[src/rtl/hgame_hand_tx_if.sv]
// Handshake and serial-line bundle between player-input logic, hgame_hand_tx and the game core.
`timescale 1ns/1ps
interface hgame_hand_tx_if #(
    parameter int RND_W = 4
);
    logic             in_valid;
    logic             in_ready;
    logic [1:0]       hand_a;
    logic [1:0]       hand_b;
    logic [1:0]       hand_c;
    logic             a;
    logic             b;
    logic             c;
    logic             frame_vld;
    logic             frame_err;
    logic [RND_W-1:0] round_cnt;

    modport master (
        output in_valid, hand_a, hand_b, hand_c,
        input  in_ready, a, b, c, frame_vld, frame_err, round_cnt
    );

    modport slave (
        input  in_valid, hand_a, hand_b, hand_c,
        output in_ready, a, b, c, frame_vld, frame_err, round_cnt
    );
endinterface

[src/rtl/hgame_hand_tx.sv]
// Serialises one round of three 2-bit hand codes MSB-first onto lines A/B/C with a frame strobe.
// Define HGAME_TX_PARITY_EN to append a per-line odd-parity cycle to each frame.
`timescale 1ns/1ps
module hgame_hand_tx #(
    parameter int GAP_CYCLES = 2,
    parameter int RND_W      = 4
) (
    input  logic          clk_i,
    input  logic          rst_n_i,
    hgame_hand_tx_if.slave bus
);
    localparam int GAP_W = (GAP_CYCLES > 2) ? $clog2(GAP_CYCLES) : 1;

    typedef enum logic [2:0] {
        IDLE = 3'd0,
        MSB  = 3'd1,
        LSB  = 3'd2,
        PAR  = 3'd3,
        GAP  = 3'd4
    } state_t;

    state_t           state_q, state_d;
    logic [1:0]       cap_a_q, cap_a_d;
    logic [1:0]       cap_b_q, cap_b_d;
    logic [1:0]       cap_c_q, cap_c_d;
    logic [GAP_W-1:0] gap_q, gap_d;
    logic [RND_W-1:0] cnt_q, cnt_d;
    logic             a_q, a_d;
    logic             b_q, b_d;
    logic             c_q, c_d;
    logic             vld_q, vld_d;
    logic             err_q, err_d;
    logic             ready_q, ready_d;
    logic             to_rest;

`ifdef HGAME_TX_PARITY_EN
    function automatic logic odd_par(input logic [1:0] code);
        return ~(code[1] ^ code[0]);
    endfunction
`endif

    always_comb begin
        state_d = state_q;
        cap_a_d = cap_a_q;
        cap_b_d = cap_b_q;
        cap_c_d = cap_c_q;
        gap_d   = gap_q;
        cnt_d   = cnt_q;
        a_d     = 1'b0;
        b_d     = 1'b0;
        c_d     = 1'b0;
        vld_d   = 1'b0;
        err_d   = 1'b0;
        to_rest = 1'b0;

        unique case (state_q)
            IDLE: begin
                // ready_q is only high in IDLE, so it doubles as the accept qualifier
                if (ready_q && bus.in_valid) begin
                    cap_a_d = bus.hand_a;
                    cap_b_d = bus.hand_b;
                    cap_c_d = bus.hand_c;
                    if ((bus.hand_a != 2'b00) && (bus.hand_b != 2'b00) && (bus.hand_c != 2'b00)) begin
                        state_d = MSB;
                        a_d     = bus.hand_a[1];
                        b_d     = bus.hand_b[1];
                        c_d     = bus.hand_c[1];
                        vld_d   = 1'b1;
                    end else begin
                        err_d   = 1'b1;
                        to_rest = 1'b1;
                    end
                end
            end
            MSB: begin
                state_d = LSB;
                a_d     = cap_a_q[0];
                b_d     = cap_b_q[0];
                c_d     = cap_c_q[0];
                vld_d   = 1'b1;
            end
            LSB: begin
`ifdef HGAME_TX_PARITY_EN
                state_d = PAR;
                a_d     = odd_par(cap_a_q);
                b_d     = odd_par(cap_b_q);
                c_d     = odd_par(cap_c_q);
                vld_d   = 1'b1;
`else
                cnt_d   = cnt_q + 1'b1;
                to_rest = 1'b1;
`endif
            end
            PAR: begin
                cnt_d   = cnt_q + 1'b1;
                to_rest = 1'b1;
            end
            GAP: begin
                if (gap_q == '0) begin
                    state_d = IDLE;
                end else begin
                    gap_d = gap_q - 1'b1;
                end
            end
            default: state_d = IDLE;
        endcase

        // Down-counter is loaded with GAP_CYCLES-1 so GAP lasts exactly GAP_CYCLES cycles
        if (to_rest) begin
            if (GAP_CYCLES == 0) begin
                state_d = IDLE;
            end else begin
                state_d = GAP;
                gap_d   = GAP_W'(GAP_CYCLES - 1);
            end
        end

        ready_d = (state_d == IDLE);
    end

    always_ff @(posedge clk_i or negedge rst_n_i) begin
        if (!rst_n_i) begin
            state_q <= IDLE;
            cap_a_q <= 2'b00;
            cap_b_q <= 2'b00;
            cap_c_q <= 2'b00;
            gap_q   <= '0;
            cnt_q   <= '0;
            a_q     <= 1'b0;
            b_q     <= 1'b0;
            c_q     <= 1'b0;
            vld_q   <= 1'b0;
            err_q   <= 1'b0;
            ready_q <= 1'b0;
        end else begin
            state_q <= state_d;
            cap_a_q <= cap_a_d;
            cap_b_q <= cap_b_d;
            cap_c_q <= cap_c_d;
            gap_q   <= gap_d;
            cnt_q   <= cnt_d;
            a_q     <= a_d;
            b_q     <= b_d;
            c_q     <= c_d;
            vld_q   <= vld_d;
            err_q   <= err_d;
            ready_q <= ready_d;
        end
    end

    assign bus.in_ready  = ready_q;
    assign bus.a         = a_q;
    assign bus.b         = b_q;
    assign bus.c         = c_q;
    assign bus.frame_vld = vld_q;
    assign bus.frame_err = err_q;
    assign bus.round_cnt = cnt_q;
endmodule

[src/flat_wrapper.sv]
// flat-port wrapper written by rule: the top's interface ports become plain ports
module hgame_hand_tx_flat 
#(
    parameter int GAP_CYCLES = 2,
    parameter int RND_W      = 4
)
  (clk_i, rst_n_i, bus_in_valid, bus_hand_a, bus_hand_b, bus_hand_c, bus_in_ready, bus_a, bus_b, bus_c, bus_frame_vld, bus_frame_err, bus_round_cnt);
  hgame_hand_tx_if #(.RND_W(RND_W)) bus_i ();
  input  logic clk_i;
  input  logic rst_n_i;
  input wire logic [$bits(bus_i.in_valid)-1:0] bus_in_valid;
  input wire logic [$bits(bus_i.hand_a)-1:0] bus_hand_a;
  input wire logic [$bits(bus_i.hand_b)-1:0] bus_hand_b;
  input wire logic [$bits(bus_i.hand_c)-1:0] bus_hand_c;
  output wire logic [$bits(bus_i.in_ready)-1:0] bus_in_ready;
  output wire logic [$bits(bus_i.a)-1:0] bus_a;
  output wire logic [$bits(bus_i.b)-1:0] bus_b;
  output wire logic [$bits(bus_i.c)-1:0] bus_c;
  output wire logic [$bits(bus_i.frame_vld)-1:0] bus_frame_vld;
  output wire logic [$bits(bus_i.frame_err)-1:0] bus_frame_err;
  output wire logic [$bits(bus_i.round_cnt)-1:0] bus_round_cnt;
  assign bus_i.in_valid = bus_in_valid;
  assign bus_i.hand_a = bus_hand_a;
  assign bus_i.hand_b = bus_hand_b;
  assign bus_i.hand_c = bus_hand_c;
  assign bus_in_ready = bus_i.in_ready;
  assign bus_a = bus_i.a;
  assign bus_b = bus_i.b;
  assign bus_c = bus_i.c;
  assign bus_frame_vld = bus_i.frame_vld;
  assign bus_frame_err = bus_i.frame_err;
  assign bus_round_cnt = bus_i.round_cnt;
  hgame_hand_tx #(.GAP_CYCLES(GAP_CYCLES), .RND_W(RND_W)) u_core (.clk_i(clk_i), .rst_n_i(rst_n_i), .bus(bus_i));
endmodule
[config.mk]
export PLATFORM = sky130hd
export DESIGN_NAME = hgame_hand_tx_flat
export DESIGN_NICKNAME = d
export VERILOG_FILES = /design/src/rtl/hgame_hand_tx_if.sv /design/src/rtl/hgame_hand_tx.sv /design/src/flat_wrapper.sv
export SDC_FILE = /design/constraint.sdc
export NUM_CORES = 1
export LEC_CHECK = 0
export CORE_MARGIN = 3
export CORE_UTILIZATION = 40
export DETAILED_ROUTE_END_ITERATION = 16
export GPL_TIMING_DRIVEN = 0
export PLACE_DENSITY = 0.68
export SKIP_LAST_GASP = 1
export SYNTH_ARGS = -nofsm -noshare
export SYNTH_HDL_FRONTEND = slang
export SYNTH_SLANG_ARGS = --single-unit
[constraint.sdc]
create_clock -name clk_i -period 2.3 [get_ports clk_i]
set_input_delay 0.575 -clock clk_i [delete_from_list [all_inputs] [get_ports clk_i]]
set_output_delay 0.575 -clock clk_i [all_outputs]
set_load 0.005 [all_outputs]
## Word-level counts from Yosys, hierarchy flattened

Cells that the tools add are included.

| operators by class | value |
|---|---|
| add/subtract/negate cells | 2 |
| equal/unequal tests | 4 |
| multiplexer cells | 24 |
| reductions and logical operators | 11 |

Operator list:

| kind | number |
|---|---|
| two-way mux 1 bit | 14 |
| two-way mux 3 bit | 4 |
| one-hot mux 3 bit (4 select lines) | 1 |
| one-hot mux 1 bit (2 select lines) | 5 |
| nonzero test 2 bit | 4 |
| equality test 3 x 2 -> 1 bit (second input constant) | 2 |
| logical NOT 3 bit | 2 |
| adder 4 x 1 -> 4 bit (second input constant) | 1 |
| equality test 3 x 1 -> 1 bit (second input constant) | 1 |
| equality test 3 bit (second input constant) | 1 |
| logical AND 1 bit | 3 |
| AND reduction 2 bit | 1 |
| OR reduction 2 bit | 1 |
| subtractor 1 bit (second input constant) | 1 |

| word-level totals | value |
|---|---|
| output and inout port bits | 10 |
| bits of input ports | 9 |
| word-level logic and storage cells | 53 |
| bits in registers | 17 |

## Longest topological paths before layout

Gate-level depths: netlist of the first run.

| depth | value |
|---|---|
| depth after elaboration | 8 |
| gate-level depth with buffers | 4 |
| mapped depth without buffers | 3 |

## Worst setup path before layout of the first run

No wires, ideal clock.

| timing | value |
|---|---|
| path kind | reg-to-reg |
| from | register u_core.state_q[1] |
| to | register u_core.cap_c_q[0] |
| required time | 2.175 ns |
| arrival time | 1.105 ns |
| setup slack | 1.069 ns |
| library setup time | 0.125 ns |
| buffers on the path | 1 |
| stages on the path, launching flop included | 5 |
| period minus slack after synthesis | 1.231 ns |
| path through | dfrtp_1 -> nor2_4 -> nand4b_4 -> buf_6 -> mux2_4 |

| on the way | value |
|---|---|
| cells in the longest elaborated chain, start to end | 2 |

RTL lines:

| element | line | RTL |
|---|---|---|
| start: declaration | hgame_hand_tx.sv:22 | `state_t state_q, state_d;` |
| start signal: assignment | hgame_hand_tx.sv:136 | `state_q <= state_d;` |
| logical NOT 3 bit | hgame_hand_tx.sv:56 | `unique case (state_q)` |
| AND reduction 2 bit (no line) | - |  |
| end signal: assignment | hgame_hand_tx.sv:139 | `cap_c_q <= cap_c_d;` |
| end: declaration | hgame_hand_tx.sv:25 | `logic [1:0] cap_c_q, cap_c_d;` |

Every way passes these cells.
A chain may end at the register's enable or synchronous reset.

## Worst setup path in the final report of the first run

| timing | value |
|---|---|
| from | register u_core.cnt_q[0] (netlist: u_core.bus.round_cnt[0]) |
| to | output port bus_round_cnt[0] |

RTL lines:

| element | line | RTL |
|---|---|---|
| start: declaration | hgame_hand_tx.sv:27 | `logic [RND_W-1:0] cnt_q, cnt_d;` |
| start signal: assignment | hgame_hand_tx.sv:141 | `cnt_q <= cnt_d;` |
| end: declaration | flat_wrapper.sv:21 | `output wire logic [$bits(bus_i.round_cnt)-1:0] bus_round_cnt;` |

No word-level cell between the ends.

==> qor.txt, run 1 <==
net switching power: 307.6 uW
worst-margin pin slew: 0.7337 ns
CTS tree: built
share of cells above drive strength 1: 0.1538
input/output buffers: 18
total track usage: 0.1206
slowest stage delay, CP: 0.53 ns
PwrDens: 1062 mW/mm2
clock buffer depth: 2
flop and latch count out of synthesis: 17
row count: 14
CTS root buf: clkbuf_4
Arr. time, crit path: 1.23 ns
asr flop ratio synth: 1.000
most frequent cells in the layout: clkdlybuf4s50_1, dfrtp_1, o31ai_1, nand2_1
worst hold margin: 0.4752 ns
CP startpoint kind: flop
Clock Sinks: 17
sw frac: 0.3035
Cells after Synth: 56
critical path type: flop to primary output
largest area contributor in the synthesized netlist: dfrtp_1
Flop pwr share: 0.483
Max-slew headroom: 0.5093
largest cells by area after synthesis: dfrtp_1, mux2_2, o31ai_1
Clock Latency Late Sink: 0.29 ns
initial drt markers: 2
number of max-cap violations: 0
worst path cell trace: clkdlybuf4s50_1
Worst Path Required: 1.73 ns
EDFF count, synth: 0
VDD IR max: 0.5056 mV
RePlAce Congestion: 0.7094
1st-pass router iterations: 2
H-tree depth: 1
Die H: 48.34 um
final hold violations: 0
ANT cells: 0
Hold-fix buffers, CTS: 0
max-slew violations: 0
Seq/Total Area, Yosys: 0.5934
Crit path buffers/inverters: 1
Clock transition at path regs: 0.10 ns
Via Count: 515
f_max: 552.6 MHz
worst-path maximum fanout: 4
vias per cell: 5.049
YS warnings: 0
first-pass GRT wire length: 2152 um
delay-heaviest family, CP: buffers and inverters
commonest non-fill, non-tap cell in the layout: clkdlybuf4s50_1
Final Critical Period: 1.810 ns
Syn Nets: 66
crit path capture type: primary output
Final Skew: 0.005280 ns
synthesized area per cell: 12.80 um2
Area growth syn-to-layout: 33.16%
CTS resizes: 0
Setup violations, final: 0
routed wire length: 1275 um
die area: 0.002336 mm2
HPWL after DPL: 920.8 um
# IOs: 19
Logic pwr share: 0.359
Post-synth top flop: dfrtp_1
Synth cell types: 25
vias in the first global route: 462
largest net degree at the start of global routing: 18
P_int: 706.0 uW
RSZ-0062 raised after global routing: false
DRC: 0
total gr overflow: 0
CTS Buf Count: 3
die width: 48.34 um
Hold WC Path Type: flop to flop
post-CTS setup buffer count: 0
initial core utilization: 0.4498
final-stage net count: 89
Final period util: 0.7868
post-detailed-route count of antenna-violating nets: 0
post-synth top area share: 0.5934
slowest stage cell on the critical path: clkdlybuf4s50_1
status: completed
core area: 0.001594 mm2
Cell Area, Synth: 716.9 um2
TNS Setup: 0 ns
total leakage power: 0.4161 nW
antenna violations before repair: 0
Clk pwr share: 0.157
Routed WL per cell: 12.50 um
[final timing paths]
path	slack, ns	startpoint	cells past startpoint	end
worst max-delay path	0.49	u_core.bus.round_cnt[0]	1	bus_round_cnt[0]
worst min-delay path	0.48	u_core.bus.round_cnt[3]	1	u_core.bus.round_cnt[3]
worst max register to register	0.97	u_core.state_q[2]	3	u_core.bus.b
worst min register to register	0.48	u_core.bus.round_cnt[3]	1	u_core.bus.round_cnt[3]
max in group asynchronous	1.13	rst_n_i	1	u_core.gap_q
min in group asynchronous	0.71	rst_n_i	1	u_core.bus.c
[logic make-up (layout without fill, tap and decap cells)]
kind of cell	after synthesis	count (layout)	synth area share
simple gates	16	16	0.1483
compound gates	12	12	0.1099
buf+inv	3	25	0.02618
mux	4	4	0.06805
flops	17	17	0.5934
fa+ha+maj	1	1	0.01745
xor+xnor	3	3	0.03666
[layout make-up]
cell class | instances | area [um2]
inverters | 2 | 7.507
plain buffers | 1 | 11.26
multi-input cells | 36 | 272.8
flip-flops and latches | 17 | 425.4
fillers | 127 | 639.4
well taps | 24 | 30.03
clock buffers | 3 | 22.52
repair buffers | 18 | 180.2
clock inverters | 1 | 5.005
[power groups by stage]
stage | clock [mW] | combinational [mW] | sequential (mW)
after CTS | 0.167 | 0.370 | 0.491
after detailed placement | 0 | 0.367 | 0.496
after global routing | 0.179 | 0.398 | 0.507
after floorplan | 0 | 0.197 | 0.489
after global placement | 0 | 0.361 | 0.494
final | 0.159 | 0.364 | 0.490
[synthesized netlist by cell type, types with 2 or more instances]
| master | n |
|---|---|
| o22ai_1 | 2 |
| inv_1 | 2 |
| dfrtp_1 | 17 |
| xnor2_1 | 2 |
| nor2_1 | 3 |
| o31ai_1 | 4 |
| mux2_2 | 3 |
| o21ai_0 | 3 |
| nand2_1 | 4 |
[routing by layer]
| layer | wire (um) | global-route usage | vias up |
|---|---|---|---|
| met1 | 582 | 0.1650 | 251 |
| li1 | - | - | 248 |
| met5 | 0 | 0 | - |
| met3 | 72 | 0.03374 | 2 |
| met2 | 599 | 0.1628 | 14 |
| met4 | 21 | 0.08531 | 0 |
[metrics by stage]
| step | utilization | instance area (um2) | setup slack (ns) | cells | total power, mW |
|---|---|---|---|---|---|
| 4_1_cts | 0.5989 | 954.7 | 0.4727 | 102 | 1.028 |
| 5_1_grt | 0.5989 | 954.7 | 0.4461 | 102 | 1.085 |
| 6_report | 0.5989 | 954.7 | 0.4904 | 102 | 1.014 |
| 3_5_place_dp | 0.5816 | 927.1 | 0.5021 | 98 | 0.8626 |
| 2_1_floorplan | - | 716.9 | 1.069 | 56 | 0.6865 |
| 3_3_place_gp | 0.5816 | 927.1 | 0.5188 | 98 | 0.8555 |
[flip-flops by register name, indices dropped and copies added (netlist names)]
| signal | count |
|---|---|
| u_core.bus.in_ready | 1 |
| u_core.bus.c | 1 |
| u_core.bus.b | 1 |
| u_core.bus.frame_vld | 1 |
| u_core.cap_a_q | 1 |
| u_core.bus.a | 1 |
| u_core.cap_c_q | 1 |
| u_core.bus.round_cnt | 4 |
| u_core.state_q | 3 |
| u_core.cap_b_q | 1 |
| u_core.gap_q | 1 |
| u_core.bus.frame_err | 1 |
Note: power is estimated with default switching activity, not from simulation.
==> run 2, diff against run 1 <==
- PLACE_DENSITY: 0.68 -> 0.71
- clock period: 2.3 -> 1.6 ns (I/O delays scaled with it)
==> run 2 against run 1 <==
Clock power grew 40%. Sequential share of layout area decreased by 1.4 points. Global-route usage shrank 0.73 points. Routed wire length shrank 4.7%. Critical path type unchanged. Critical endpoint is now bus_round_cnt[3]. Highest routed layer unchanged.
==> qor.txt, run 2 (same netlist as run 1, synthesis figures left out) <==
initial drt markers: 3 (+1)
antenna violations before repair: 0 (unchanged)
slowest stage cell on the critical path: clkdlybuf4s50_1
net switching power: 445.4 uW (+45%)
Reg-to-Reg Start: u_core.state_q[1]
largest net degree at the start of global routing: 18 (unchanged)
f_max: 643.8 MHz
number of max-cap violations: 0 (unchanged)
HPWL after DPL: 905.3 um (-1.7%)
Clock Sinks: 17 (unchanged)
Final WS setup: 0.04670 ns (-0.4437 ns)
most frequent cells in the layout: clkdlybuf4s50_1, dfrtp_1, o31ai_1, nand2_1, buf_4
worst hold margin: 0.4730 ns (-0.002155 ns)
P_int: 1.070 mW (+52%)
Setup violations, final: 0 (unchanged)
worst reg-to-reg setup slack: 0.30 ns (-0.67 ns)
vias in the first global route: 475 (+2.8%)
Routed WL per cell: 11.46 um (-8.3%)
Area growth syn-to-layout: 37.35%
PwrDens: 1539 mW/mm2 (+45%)
final hold violations: 0 (unchanged)
CTS tree: built
Logic pwr share: 0.406 (+0.047)
worst-margin pin slew: 0.7350 ns (+0.001369 ns)
vias per cell: 4.679 (-7.3%)
VDD IR max: 0.8167 mV (+62%)
row count: 14 (unchanged)
Final period util: 0.9708
Tot Pwr: 1.516 mW (+50%)
critical path type: flop to primary output
DRC: 0 (unchanged)
CP startpoint kind: flop
Fillers: 132 (+3.9%)
delay-heaviest family, CP: buffers and inverters
reg2reg end: u_core.cap_c_q[0]
total leakage power: 0.4357 nW (+4.7%)
Die H: 48.34 um (unchanged)
H-tree depth: 1 (unchanged)
Flop pwr share: 0.447 (-0.036)
1st-pass router iterations: 2 (unchanged)
core area: 0.001594 mm2 (unchanged)
Hold WC Path Type: flop to flop
Via Count: 496 (-3.7%)
initial core utilization: 0.4498 (unchanged)
RePlAce Congestion: 0.7263 (+2.4%)
routed wire length: 1215 um (-4.7%)
Clk pwr share: 0.147 (-0.010)
ANT cells: 0 (unchanged)
# IOs: 19 (unchanged)
CTS root buf: clkbuf_4
status: completed
Crit path buffers/inverters: 1 (unchanged)
Final Skew: 0.001281 ns (-0.003998 ns)
pre-CTS setup slack: -0.02023 ns (-0.5224 ns)
first-pass GRT wire length: 2007 um (-6.7%)
die width: 48.34 um (unchanged)
worst path cell trace: clkdlybuf4s50_1
Clock transition at path regs: 0.09 ns (about the same)
die area: 0.002336 mm2 (unchanged)
total track usage: 0.1132 (-0.007321)
worst-path maximum fanout: 2 (-2)
final-stage net count: 93 (+4.5%)
share of cells above drive strength 1: 0.1951 (+0.04128)
crit path capture type: primary output
max-slew violations: 0 (unchanged)
Clock Latency Late Sink: 0.29 ns (about the same)
placed cells: 98 (unchanged)
Worst Path Required: 1.20 ns (-0.53 ns)
max FFs per register: 4 (unchanged)
WP depth: 1 (unchanged)
start point of the critical path: u_core.bus.round_cnt[3]
Max-slew headroom: 0.5084 (-0.0009160)
total gr overflow: 0 (unchanged)
Arr. time, crit path: 1.15 ns (-0.08 ns)
RSZ-0062 raised after global routing: false
clock buffer depth: 2 (unchanged)
R2R cell count: 4 (+1)
slowest stage delay, CP: 0.50 ns (-0.03 ns)
crit path to: bus_round_cnt[3]
post-detailed-route count of antenna-violating nets: 0 (unchanged)
CTS Buf Count: 3 (unchanged)
non-filler cells, final: 106 (+3.9%)
Final Critical Period: 1.553 ns
final design utilization: 0.6177 (+0.01884)
input/output buffers: 18 (unchanged)
sw frac: 0.2939 (-0.009648)
commonest non-fill, non-tap cell in the layout: clkdlybuf4s50_1
==> run 2: worst min path at each step <==
stage / startpoint / end / slack, ns / cells past startpoint
after floorplan: rst_n_i / u_core.bus.a / 0.10 / 0
after global placement: u_core.bus.round_cnt[3] / u_core.bus.round_cnt[3] / 0.46 / 1
after detailed placement: u_core.bus.round_cnt[3] / u_core.bus.round_cnt[3] / 0.46 / 1
after CTS: u_core.bus.round_cnt[3] / u_core.bus.round_cnt[3] / 0.48 / 1
after global routing: u_core.bus.round_cnt[3] / u_core.bus.round_cnt[3] / 0.49 / 1
final: u_core.bus.round_cnt[3] / u_core.bus.round_cnt[3] / 0.47 / 1
==> run 2: per-stage QoR <==
step / setup TNS, ns / area, um2
global route: 0 / 984.7
finish: 0 / 984.7
CTS: 0 / 984.7
floorplan: 0 / 716.9
global placement: -0.003367 / 927.1
detailed placement: -0.03724 / 927.1
==> run 2: timing repair <==
| action | 4_1_cts | 5_1_grt |
|---|---|---|
| setup endpoints to repair | 4 | 0 |
| hold buffers | 0 | 0 |
| buffers inserted | 4 | 0 |
| gates resized for setup | 0 | 0 |
==> run 2: metal layers <==
layer  global-route usage  routed length (um)
met5                    0                   0
met4              0.05687                  23
met3              0.05215                  93
met2               0.1766                 560
met1               0.1310                 538
==> run 2: layout make-up <==
| type | instances | area (um2) | area share |
|---|---|---|---|
| well taps | 24 | 30.03 | 0.03050 |
| flip-flops and latches | 17 | 425.4 | 0.4320 |
| repair buffers | 22 | 210.2 | 0.2135 |
| multi-input cells | 36 | 272.8 | 0.2770 |
| plain buffers | 1 | 11.26 | 0.01144 |
| inverters | 2 | 7.507 | 0.007624 |
| clock inverters | 1 | 5.005 | 0.005083 |
| clock buffers | 3 | 22.52 | 0.02287 |
==> run 2: power by group through the flow <==
| stage | Clock (mW) | Combinational (mW) | Sequential [mW] |
|---|---|---|---|
| CTS | 0.239 | 0.627 | 0.676 |
| finish | 0.223 | 0.615 | 0.677 |
| global placement | 0 | 0.515 | 0.708 |
| detailed placement | 0 | 0.528 | 0.713 |
| global route | 0.253 | 0.675 | 0.701 |
| floorplan | 0 | 0.283 | 0.703 |
==> run 3, diff against run 2 <==
- CORE_UTILIZATION: 40 -> 41
- PLACE_DENSITY: 0.71 -> 0.77
- RECOVER_POWER: default -> 50
==> run 3 against run 2 <==
Sequential share of layout area increased by 0.11 points. Design area decreased by 0.25%. Largest power group unchanged. Critical path type unchanged. Routed wire length increased by 1.6%. Non-clock buffer count increased by 1. Largest cell class unchanged. Clock power about the same. Fmax increased by 0.53%. Clock-buffer cell count unchanged. Via count increased by 6.5%. Combinational power about the same. Highest routed layer unchanged.
==> qor.txt, run 3 (same netlist as run 1, synthesis figures left out) <==
Final period util: 0.9657 (-0.005093)
max FFs per register: 4 (unchanged)
max-slew violations: 0 (unchanged)
Reg-to-Reg Start: u_core.state_q[1]
RePlAce Congestion: 0.7766 (+6.9%)
reg2reg end: u_core.cap_c_q[0]
total gr overflow: 0 (unchanged)
hold_sp: u_core.cap_c_q[0]
delay-heaviest family, CP: buffers and inverters
final-stage net count: 94 (+1.1%)
worst reg-to-reg setup slack: 0.12 ns (-0.18 ns)
Fillers: 130 (-1.5%)
CTS root buf: clkbuf_4
vias in the first global route: 460 (-3.2%)
CP startpoint kind: flop
slowest stage cell on the critical path: clkdlybuf4s50_1
Clock Latency Late Sink: 0.29 ns (about the same)
worst-margin pin slew: 0.7470 ns (+0.01197 ns)
share of cells above drive strength 1: 0.1807 (-0.01440)
WP depth: 1 (unchanged)
worst path cell trace: clkdlybuf4s50_1
worst-path maximum fanout: 2 (unchanged)
Final Critical Period: 1.545 ns (-0.008149 ns)
CTS Buf Count: 3 (unchanged)
Hold WC Path Type: flop to flop
Area growth syn-to-layout: 37.00%
f_max: 647.2 MHz (+0.53%)
R2R cell count: 4 (unchanged)
ANT cells: 0 (unchanged)
antenna violations before repair: 0 (unchanged)
Worst Path Required: 1.20 ns (about the same)
routed wire length: 1234 um (+1.6%)
Tot Pwr: 1.506 mW (-0.61%)
total leakage power: 0.4811 nW (+10%)
Max-slew headroom: 0.5003 (-0.008086)
CTS tree: built
status: completed
initial core utilization: 0.4548 (+0.004997)
H-tree depth: 1 (unchanged)
Crit path buffers/inverters: 1 (unchanged)
DRC: 0 (unchanged)
# IOs: 19 (unchanged)
commonest non-fill, non-tap cell in the layout: dfrtp_1
Clock transition at path regs: 0.10 ns (about the same)
Routed WL per cell: 12.46 um (+8.7%)
VDD IR max: 0.7721 mV (-5.5%)
1st-pass router iterations: 4 (+2)
Hold Crit Depth: 2 (+1)
slowest stage delay, CP: 0.50 ns (about the same)
critical path type: flop to primary output
input/output buffers: 18 (unchanged)
Hold-fix buffers, CTS: 0 (unchanged)
crit path capture type: primary output
Clock Sinks: 17 (unchanged)
Hold Path End: u_core.bus.c
PwrDens: 1534 mW/mm2 (-0.36%)
Final Skew: 0.01231 ns (+0.01102 ns)
non-filler cells, final: 99 (-6.6%)
core area: 0.001577 mm2 (-1.1%)
Via Count: 528 (+6.5%)
Arr. time, crit path: 1.15 ns (about the same)
DP Area: 917.1 um2 (-1.1%)
row count: 14 (unchanged)
first-pass GRT wire length: 2021 um (+0.70%)
post-detailed-route count of antenna-violating nets: 0 (unchanged)
die width: 47.82 um (-1.1%)
most frequent cells in the layout: dfrtp_1, clkdlybuf4s50_1, buf_4
placed cells: 90 (-8.2%)
die area: 0.002286 mm2 (-2.1%)
Setup violations, final: 0 (unchanged)
final hold violations: 0 (unchanged)
initial drt markers: 5 (+2)
total track usage: 0.1290 (+0.01573)
Die H: 47.82 um (-1.1%)
largest net degree at the start of global routing: 18 (unchanged)
Design Area, Final: 982.2 um2 (-0.25%)
number of max-cap violations: 0 (unchanged)
HPWL after DPL: 896.9 um (-0.93%)
vias per cell: 5.333 (+14%)
clock buffer depth: 2 (unchanged)
-- run 3: changes by cell type in the layout (fill, tap and decap cells not counted) --
cell | previous run | this run
nor2_1 | 3 | 4
dlymetal6s2s_1 | 0 | 4
nor2b_2 | 1 | 0
dlygate4sd3_1 | 0 | 1
clkdlybuf4s50_1 | 18 | 13
nor2b_1 | 1 | 2
buf_4 | 4 | 5
nor2_4 | 1 | 0
-- run 3: worst max-delay path by stage --
stage	startpoint	to	slack (ns)
finish	u_core.bus.round_cnt[3]	bus_round_cnt[3]	0.05
global placement	bus_in_valid	u_core.cap_c_q[0]	-0.003
CTS	u_core.bus.round_cnt[3]	bus_round_cnt[3]	0.007
floorplan	u_core.state_q[1]	u_core.cap_c_q[0]	0.37
detailed placement	bus_in_valid	u_core.cap_c_q[0]	-0.01
global route	u_core.bus.round_cnt[3]	bus_round_cnt[3]	-0.01
-- run 3: cell type report --
class                   instances  area, um2  share of cell area
flip-flops and latches         17      425.4              0.4331
multi-input cells              36      262.8              0.2675
repair buffers                 23      227.7              0.2318
clock buffers                   3      22.52             0.02293
well taps                      16      20.02             0.02038
plain buffers                   1      11.26             0.01146
inverters                       2      7.507            0.007643
clock inverters                 1      5.005            0.005096
-- run 3: metal layers --
| metal | vias up | part of all wire | GRT usage |
|---|---|---|---|
| met1 | 253 | 0.50 | 0.1840 |
| met5 | - | 0 | 0 |
| met2 | 14 | 0.43 | 0.1794 |
| met3 | 2 | 0.065 | 0.03383 |
| li1 | 259 | - | - |
| met4 | 0 | 0.0081 | 0.06452 |
-- run 3: metrics by stage --
stage	setup slack, ns	util	setup TNS [ns]	hold slack (ns)
finish	0.05485	0.6230	0	0.4948
global route	-0.01052	0.6230	-0.01052	0.5283
global placement	-0.003441	0.5817	-0.003441	0.4614
floorplan	0.3695	-	0	0.1044
CTS	0.006870	0.6183	0	0.4834
detailed placement	-0.01100	0.5817	-0.01100	0.4683
-- run 3: timing repair --
item / 4_1_cts / 5_1_grt
pin swaps: 0 / 0
setup endpoints to repair: 4 / 5
buffers inserted: 4 / 1
endpoints found under the hold margin: 0 / 0
gates resized for setup: 0 / 4
-- run 3: report_power, final --
part / internal [mW] / switching (mW)
sequential: 0.581 / 0.0889
combinational: 0.384 / 0.228
clock: 0.0928 / 0.132
total: 1.06 / 0.449
